===== src/rtl/rng_pkg.sv =====
// Shared types and defaults for the LFSR draw arbiter.
// Tap positions give the primitive polynomial x^10 + x^7 + 1.
package rng_pkg;

    typedef enum logic [1:0] {
        IDLE   = 2'd0,
        WAIT   = 2'd1,
        REDUCE = 2'd2,
        DONE   = 2'd3
    } state_e;

    localparam int             DEF_WIDTH       = 10;
    localparam logic [9:0]     DEF_SEED        = 10'h3FF;
    localparam int             DEF_STEP_SHIFTS = 10;
    localparam int             TAP_HI          = 9;
    localparam int             TAP_LO          = 6;

endpackage


===== src/rtl/lfsr10.sv =====
// Free-running 10-bit Fibonacci LFSR; shifts every cycle and reloads SEED
// if it ever lands in the all-zero lock-up state.
module lfsr10
    import rng_pkg::*;
#(
    parameter logic [9:0] SEED = DEF_SEED
) (
    input  logic       clk,
    input  logic       rst_n,
    output logic [9:0] lfsr
);

    logic [9:0] lfsr_q;
    logic [9:0] lfsr_d;

    always_comb begin
        lfsr_d = {lfsr_q[8:0], lfsr_q[TAP_HI] ^ lfsr_q[TAP_LO]};
        if (lfsr_q == '0) begin
            lfsr_d = SEED;
        end
    end

    always_ff @(posedge clk) begin
        if (!rst_n) begin
            lfsr_q <= SEED;
        end else begin
            lfsr_q <= lfsr_d;
        end
    end

    assign lfsr = lfsr_q;

endmodule


===== src/rtl/rng_arbiter.sv =====
// Round-robin arbiter sharing one LFSR between requesters; spaces captures by
// STEP_SHIFTS shifts and folds each draw into the requester's range.
module rng_arbiter
    import rng_pkg::*;
#(
    parameter int               N_REQ       = 3,
    parameter int               WIDTH       = DEF_WIDTH,
    parameter logic [WIDTH-1:0] SEED        = DEF_SEED,
    parameter int               STEP_SHIFTS = DEF_STEP_SHIFTS
) (
    input  logic                   clk,
    input  logic                   rst_n,
    input  logic [N_REQ-1:0]       req,
    input  logic [N_REQ*WIDTH-1:0] limit,
    output logic [N_REQ-1:0]       ack,
    output logic [WIDTH-1:0]       rnd,
    output logic                   busy
);

    localparam int PTR_W = (N_REQ > 1) ? $clog2(N_REQ) : 1;
    localparam int CNT_W = $clog2(STEP_SHIFTS + 1);
    localparam logic [CNT_W-1:0] CNT_MAX  = CNT_W'(STEP_SHIFTS);
    localparam logic [PTR_W-1:0] PTR_LAST = PTR_W'(N_REQ - 1);

    state_e             state_q, state_d;
    logic [PTR_W-1:0]   ptr_q, ptr_d;
    logic [PTR_W-1:0]   grant_q, grant_d;
    logic [WIDTH-1:0]   lim_q, lim_d;
    logic [WIDTH-1:0]   val_q, val_d;
    logic [CNT_W-1:0]   cnt_q, cnt_d;
    logic [N_REQ-1:0]   ack_q, ack_d;
    logic [WIDTH-1:0]   rnd_q, rnd_d;

    logic [WIDTH-1:0]   lfsr_val;
    logic [WIDTH-1:0]   lim_arr [N_REQ];
    logic [PTR_W-1:0]   pick;
    logic [PTR_W-1:0]   cand;
    logic [WIDTH:0]     lim_p1;

    lfsr10 #(
        .SEED (SEED)
    ) u_lfsr (
        .clk   (clk),
        .rst_n (rst_n),
        .lfsr  (lfsr_val)
    );

    for (genvar i = 0; i < N_REQ; i++) begin : g_lim
        assign lim_arr[i] = limit[i*WIDTH +: WIDTH];
    end

    // Scan from the far end back toward ptr so the nearest requester wins.
    always_comb begin
        pick = ptr_q;
        cand = ptr_q;
        for (int k = N_REQ - 1; k >= 0; k--) begin
            cand = PTR_W'((int'(ptr_q) + k) % N_REQ);
            if (req[cand]) begin
                pick = cand;
            end
        end
    end

    always_comb begin
        state_d = state_q;
        ptr_d   = ptr_q;
        grant_d = grant_q;
        lim_d   = lim_q;
        val_d   = val_q;
        ack_d   = '0;
        rnd_d   = rnd_q;
        cnt_d   = (cnt_q == CNT_MAX) ? cnt_q : cnt_q + CNT_W'(1);
        lim_p1  = {1'b0, lim_q} + (WIDTH + 1)'(1);

        case (state_q)
            IDLE: begin
                if (|req) begin
                    grant_d = pick;
                    lim_d   = lim_arr[pick];
                    state_d = WAIT;
                end
            end
            WAIT: begin
                if (cnt_q == CNT_MAX) begin
                    val_d   = lfsr_val;
                    cnt_d   = '0;
                    state_d = REDUCE;
                end
            end
            REDUCE: begin
                // A full-range limit makes lim_p1 = 2^WIDTH, so this always holds.
                if ({1'b0, val_q} < lim_p1) begin
                    ack_d[grant_q] = 1'b1;
                    rnd_d          = val_q;
                    state_d        = DONE;
                end else begin
                    val_d = val_q - lim_p1[WIDTH-1:0];
                end
            end
            DONE: begin
                ptr_d   = (grant_q == PTR_LAST) ? '0 : grant_q + PTR_W'(1);
                state_d = IDLE;
            end
            default: begin
                state_d = IDLE;
            end
        endcase
    end

    always_ff @(posedge clk) begin
        if (!rst_n) begin
            state_q <= IDLE;
            ptr_q   <= '0;
            grant_q <= '0;
            lim_q   <= '0;
            val_q   <= '0;
            cnt_q   <= '0;
            ack_q   <= '0;
            rnd_q   <= '0;
        end else begin
            state_q <= state_d;
            ptr_q   <= ptr_d;
            grant_q <= grant_d;
            lim_q   <= lim_d;
            val_q   <= val_d;
            cnt_q   <= cnt_d;
            ack_q   <= ack_d;
            rnd_q   <= rnd_d;
        end
    end

    assign ack  = ack_q;
    assign rnd  = rnd_q;
    assign busy = (state_q != IDLE);

endmodule

===== config.mk =====
export PLATFORM = sky130hd
export DESIGN_NAME = rng_arbiter
export DESIGN_NICKNAME = d
export VERILOG_FILES = /design/src/rtl/rng_pkg.sv /design/src/rtl/lfsr10.sv /design/src/rtl/rng_arbiter.sv
export SDC_FILE = /design/constraint.sdc
export NUM_CORES = 1
export LEC_CHECK = 0
export CAP_MARGIN = 20
export CORE_MARGIN = 1
export CORE_UTILIZATION = 48
export CTS_CLUSTER_DIAMETER = 120
export DETAILED_ROUTE_END_ITERATION = 8
export GPL_ROUTABILITY_DRIVEN = 0
export GPL_TIMING_DRIVEN = 0
export PLACE_DENSITY = 0.72
export SLEW_MARGIN = 0
export SYNTH_ARGS = -nofsm -noshare
export SYNTH_HDL_FRONTEND = slang
export SYNTH_SLANG_ARGS = --single-unit

===== constraint.sdc =====
create_clock -name clk -period 3.4 [get_ports clk]
set_clock_uncertainty 0.1 [all_clocks]
set_input_delay 0.51 -clock clk [delete_from_list [all_inputs] [get_ports clk]]
set_output_delay 0.51 -clock clk [all_outputs]
set_load 0.02 [all_outputs]

== Word level (Yosys, flattened, before mapping) ==
Index checks and enable logic that the tools add are counted.
Operators by class
  add/subtract/negate cells: 6
  div/mod/pow operators: 3
  $lt $le $gt $ge: 7
  equal/unequal tests: 9
  muxes and demuxes: 25
  bitwise logic cells: 3
  reductions and logical operators: 12
Operator list (number)
  $mod 32x3->32 const B: 2
  $mux 10: 4
  $mod 3x3->32 const B: 1
  $bmux 10 s2: 1
  $pmux 10 s2: 1
  $mux 2: 7
  $lt 2x3->1 const B: 4
  $mux 4: 3
  $add 10x1->11 const B: 1
  $lt 10x11->1: 1
  $logic_not 10->1: 1
  $sub 10x10->10: 1
  $reduce_and 3->1: 3
  $ne 2x2->1 const B: 4
  $pmux 2 s4: 1
  $bmux 1 s2: 3
  $eq 2x2->1 const B: 3
  $add 4x1->4 const B: 1
  $eq 4x4->1 const B: 1
  $mux 1: 4
  $reduce_and 2->1: 2
  $reduce_bool 2->1: 2
  $add 2x1->3 const B: 1
  $add 2x2->3 const B: 1
  other kinds (12): 12
Storage, ports and cells
  bits in registers: 53
  input port bits: 35
  output and inout bits: 14
  word-level logic and storage cells: 74

== Logic depth before layout (Yosys ltp) ==
  depth after elaboration: 11
  mapped depth: 13
  gate-level depth less buffers: 11

== Cells and area by module ==
From an unflattened synthesis, not the netlist that was laid out.
Unflattened totals
  cell total of the unflattened synthesis: 367
  area total of the unflattened synthesis: 3263.1 µm²
Modules (own cells, without submodules)
  rng_arbiter: instances 1, cells each 330, area an instance 2792.7 µm², seq. area each 860.8 µm²
  lfsr10: instances 1, cells each 37, area an instance 470.5 µm², seq. area each 200.2 µm²

== Worst setup path after synthesis ==
No wires, ideal clock.
  path kind: register to register
  start: reg lim_q[2]
  end: reg rnd_q[0], in the netlist rnd[0]
  library setup time: 0.129 ns
  arrival time: 2.285 ns
  required time: 3.171 ns
  path slack: 0.886 ns
  stages on the path, launching flop included: 13
  path buffers: 2
  period minus slack after synthesis: 2.514 ns
  cells stage by stage: dfxtp_1 > and4_1 > buf_6 > nand4_1 > xor2_1 > ha_1 > and3_1 > o2bb2ai_2 > nor3b_4 > a21boi_1 > buf_4 > mux2i_1 > nor2_1
Between the ends
  longest elaborated chain between the ends: 3
RTL lines
  start, declared: line rng_arbiter.sv:28  | logic [WIDTH-1:0] lim_q, lim_d;
  start signal, assigned: line rng_arbiter.sv:124  | lim_q <= lim_d;
  $add 10x1->11: line rng_arbiter.sv:73  | lim_p1 = {1'b0, lim_q} + (WIDTH + 1)'(1);
  $lt 10x11->1: line rng_arbiter.sv:92  | if ({1'b0, val_q} < lim_p1) begin
  $reduce_and 2->1 (no line)
  end signal, assigned: line rng_arbiter.sv:128  | rnd_q <= rnd_d;
  end, declared: line rng_arbiter.sv:32  | logic [WIDTH-1:0] rnd_q, rnd_d;
No other way between the ends.
A chain may end at the register's enable or synchronous reset.

== Worst setup path after layout ==
  start: reg lim_q[2]
  end: reg val_q[7]
Between the ends
  longest elaborated chain between the ends: 4
  elaborated cells between the ends (all ways): 7
  classes of those cells: add/sub: 2; order compare: 1; eq/ne: 1; mux: 2; reduce/logical: 1
RTL lines
  $add 10x1->11 (*): line rng_arbiter.sv:73
  $sub 10x10->10 or $lt 10x11->1 (tied branches): line rng_arbiter.sv:97, rng_arbiter.sv:92
  $mux 10 or $ne 2x2->1 (tied branches)
  $pmux 10 s2 or $reduce_and 3->1 (tied branches)
  end signal, assigned: line rng_arbiter.sv:125  | val_q <= val_d;
  end, declared: line rng_arbiter.sv:29  | logic [WIDTH-1:0] val_q, val_d;
Mark *: on every way between the ends. The rest lies on a longest branch, timed or not. The select of a mux whose other input is x is not followed.

==> impl_metrics.env <==
export IMPL_max_freq_ghz=0.354
export IMPL_die_area_um2=6900
export IMPL_fin_crit_ns=2.82
export IMPL_timing_critical_path_cells="and4_1 > buf_6 > nand4_1 > xor2_1 > ha_1 > nand4_1 > a21oi_1 > a21oi_2 > a21oi_4 > buf_6 > nand4b_1 > o221ai_1"
export IMPL_worst_slew_pin_slew_ns=0.784
export IMPL_switching_share_pct=39.6
export IMPL_drtIter0Drc=135
export IMPL_area_growth_syn_to_layout_pct=22.2
export IMPL_pwr_share_clk_pct=18.3
export IMPL_rsz0062_at_grt="false"
export IMPL_endpoint_kind="flop"
export IMPL_number_of_enable_type_register_cells_in_the_synthesized_netlist=0
export IMPL_post_layout_total_power_w=0.00277
export IMPL_power_static_leakage_nw=1.59
export IMPL_multi_input_area_um2=1910
export IMPL_worst_ep_required_time_ns=3.54
export IMPL_fp_dieW_um=83.1
export IMPL_cts_htree_levels=2
export IMPL_primary_ff_master_synth="dfxtp_1"
export IMPL_synthesized_area_fraction_occupied_by_ao_oa_aoi_and_oai_cells_pct=16.5
export IMPL_synth_top_family_by_area="simple AND/OR/NAND/NOR gates"
export IMPL_period_share_pct=83.0
export IMPL_synth_cell_type_count=61
export IMPL_timing_worst_setup_path_type="reg2reg"
export IMPL_final_layout_size_suffix_gt1_share_pct=8.50
export IMPL_setup_violations_final=0
export IMPL_power_report_internal_total_w=0.00167
export IMPL_finalNetCount=455
export IMPL_hold_depth=1
export IMPL_power_density_nw_per_um2=718
export IMPL_post_drt_wl_per_cell_um=14.2
export IMPL_pwr_share_comb_pct=50.0
export IMPL_finalHoldViolations=0
export IMPL_route_antenna_remaining_nets=0
export IMPL_final_setup_tns_ns=0
export IMPL_rows=29
export IMPL_cts_tree="built"
export IMPL_drv_max_cap_violation_count=0
export IMPL_synthCells=345
export IMPL_seq_area_frac_synth_pct=33.6
export IMPL_seqCellArea_um2=1060
export IMPL_timing_critical_path_slowest_cell_delay_ns=0.45
export IMPL_grt_pass1_vias=2526
export IMPL_starting_density_of_the_core_pct=49.7
export IMPL_power_net_switching_w=0.00110
export IMPL_cts_inserted_buffers=5
export IMPL_min_path_type="reg2reg"
export IMPL_per_cell_via_count_in_the_routed_design=5.55
export IMPL_mappedNetlistNets=401
export IMPL_post_cts_resize_count=0
export IMPL_highest_ir_drop_seen_on_vdd_mv=0.543
export IMPL_ys_async_sr_fraction_pct=0
export IMPL_rr_worst_depth=12
export IMPL_yosysWarnings=0
export IMPL_synth_simple_gate_area_share_pct=20.6
export IMPL_antenna_cell_count=0
export IMPL_gr_total_overflow=0
export IMPL_post_cts_hold_buffer_count=0
export IMPL_post_synth_fa_ha_maj_area_fraction_pct=8.57
export IMPL_global_route_wire_length_before_repair_mm=11.3
export IMPL_path_max_fanout=10
export IMPL_cts_root_to_sink_buffers=2
export IMPL_yosys_top_cells_count="53 x dfxtp_1, 34 x nor2_1, 33 x mux2i_1, 26 x inv_1, 24 x nand2_1"
export IMPL_floorplan_core_area_um2=6350
export IMPL_synth_largest_area_cell="dfxtp_1"
export IMPL_clk_insertion_delay_late_ns=0.32
export IMPL_timing_critical_path_arrival_ns=2.96
export IMPL_wl_mm=6.77
export IMPL_synth_seq_cells=53
export IMPL_grt_antenna_before_repair=0
export IMPL_synth_most_common_cell="dfxtp_1"
export IMPL_layout_filler_cells=561
export IMPL_yosysTopAreaCellShare_pct=33.6
export IMPL_synthXorXnorAreaFrac_pct=4.44
export IMPL_ios=49
export IMPL_status="finished clean"
export IMPL_cts_root_buffer_type="clkbuf_8"
export IMPL_grt_max_degree=17
export IMPL_detail_route_first_pass_iterations=4
export IMPL_hpwl_detailed_mm=5.16
export IMPL_critPathSlowestCell="dfxtp_1"
export IMPL_critical_path_startpoint_type="flop"
export IMPL_groute_usage_overall_pct=20.0
export IMPL_seq_power_share_pct=31.7
export IMPL_cts_sinks=53
export IMPL_synth_cell_area_um2=3150
export IMPL_finalMaxSlewViolations=0
export IMPL_area_contributors_post_synth="dfxtp_1 34%, mux2i_1 10%, ha_1 7.9%, nor2_1 4.0%, inv_1 3.1%"
export IMPL_post_cts_setup_buffers=0
export IMPL_fp_dieH_um=83.1
export IMPL_cts_clk_slew_worst_paths_ns=0.10
export IMPL_synth_area_mux_share_pct=10.5
export IMPL_num_vias=2646
export IMPL_syn_area_per_cell_um2=9.14
export IMPL_drc_errors=0
export IMPL_slew_headroom_pct=47.5
export IMPL_portBuffers=47
[power groups by stage]
stage / sequential, W / clock, W / combinational (W)
after floorplan: 0.000868 / 0 / 0.00108
after global placement: 0.000886 / 0 / 0.00135
after detailed placement: 0.000892 / 0 / 0.00139
after CTS: 0.000877 / 0.000513 / 0.00140
after global routing: 0.000900 / 0.000535 / 0.00154
final: 0.000877 / 0.000506 / 0.00139
[logic make-up (layout without fill, tap and decap cells)]
kind of cell | count (synthesis) | in the layout
adder cells (fa/ha/maj) | 21 | 21
multiplexers | 33 | 33
flip-flops | 53 | 53
AND/OR/NAND/NOR | 118 | 118
buffers and inverters | 39 | 94
AO/OA/AOI/OAI | 65 | 65
XOR/XNOR | 16 | 16
[registers in the layout, indices dropped and copies added (netlist names)]
name	flops
ptr_q	2
u_lfsr.lfsr	10
lim_q	10
ack	3
cnt_q	4
val_q	10
grant_q	2
state_q	2
rnd	10
[routing by layer]
metal	GRT usage, %	routed length [um]
met5	0	0
met4	7.84	111
met3	3.38	206
met2	33.9	3300
met1	25.4	3150
[cell usage in the layout, fill, tap and decap left out, types with 3 or more instances in the layout]
cell             synthesis  layout
dfxtp_1                 53      53
clkdlybuf4s50_1          0      47
nor2_1                  34      34
mux2i_1                 33      33
inv_1                   26      26
nand2_1                 24      24
ha_1                    20      20
nand2b_1                12      12
o21ai_0                 11      11
o221ai_1                11      11
xor2_1                   9       9
a21oi_1                  9       9
nand3_1                  8       8
xnor2_1                  7       7
nand3b_1                 6       6
a211oi_1                 6       6
clkbuf_1                 5       5
clkbuf_8                 0       5
and3_1                   4       4
nor2b_1                  4       4
buf_6                    3       3
nand4_1                  3       3
a21oi_2                  3       3
nor3_1                   3       3
buf_4                    3       3
a31oi_1                  3       3
nor4_1                   3       3
[worst max-delay path, delay by kind of cell, from the launching register on]
| kind | cells | cell delay, ns |
|---|---|---|
| adders and majority gates | 1 | 0.36 |
| and+or+nand+nor | 4 | 0.59 |
| xor gates and xnor gates | 1 | 0.17 |
| DFF | 1 | 0.45 |
| AOI/OAI and AO/OA | 4 | 0.72 |
| buffers and inverters | 2 | 0.33 |
[per-stage QoR]
stage	cells	setup slack [ns]	util, %	cell area (um^2)	hold slack (ns)
floorplan	345	0.886	-	3150	0.318
global placement	469	0.661	58.6	3720	0.358
detailed placement	469	0.602	58.6	3720	0.357
CTS	477	0.573	60.7	3850	0.387
global route	477	0.290	60.7	3850	0.394
finish	477	0.578	60.7	3850	0.383
[final cells by class]
type | count | share of cell area [%]
well taps | 77 | 2.50
inverters | 27 | 2.63
repair buffers | 47 | 12.2
flip-flops and latches | 53 | 27.5
multi-input cells | 253 | 49.6
clock buffers | 5 | 1.79
clock inverters | 3 | 1.69
plain buffers | 12 | 2.08
[final timing paths]
check | slack (ns) | start | endpoint
worst min-delay path | 0.38 | u_lfsr.lfsr[5] | u_lfsr.lfsr[6]
worst max-delay path | 0.58 | lim_q[2] | val_q[7]
worst min register to register | 0.38 | u_lfsr.lfsr[5] | u_lfsr.lfsr[6]
worst max register to register | 0.58 | lim_q[2] | val_q[7]
(Power assumes the default switching activity.)
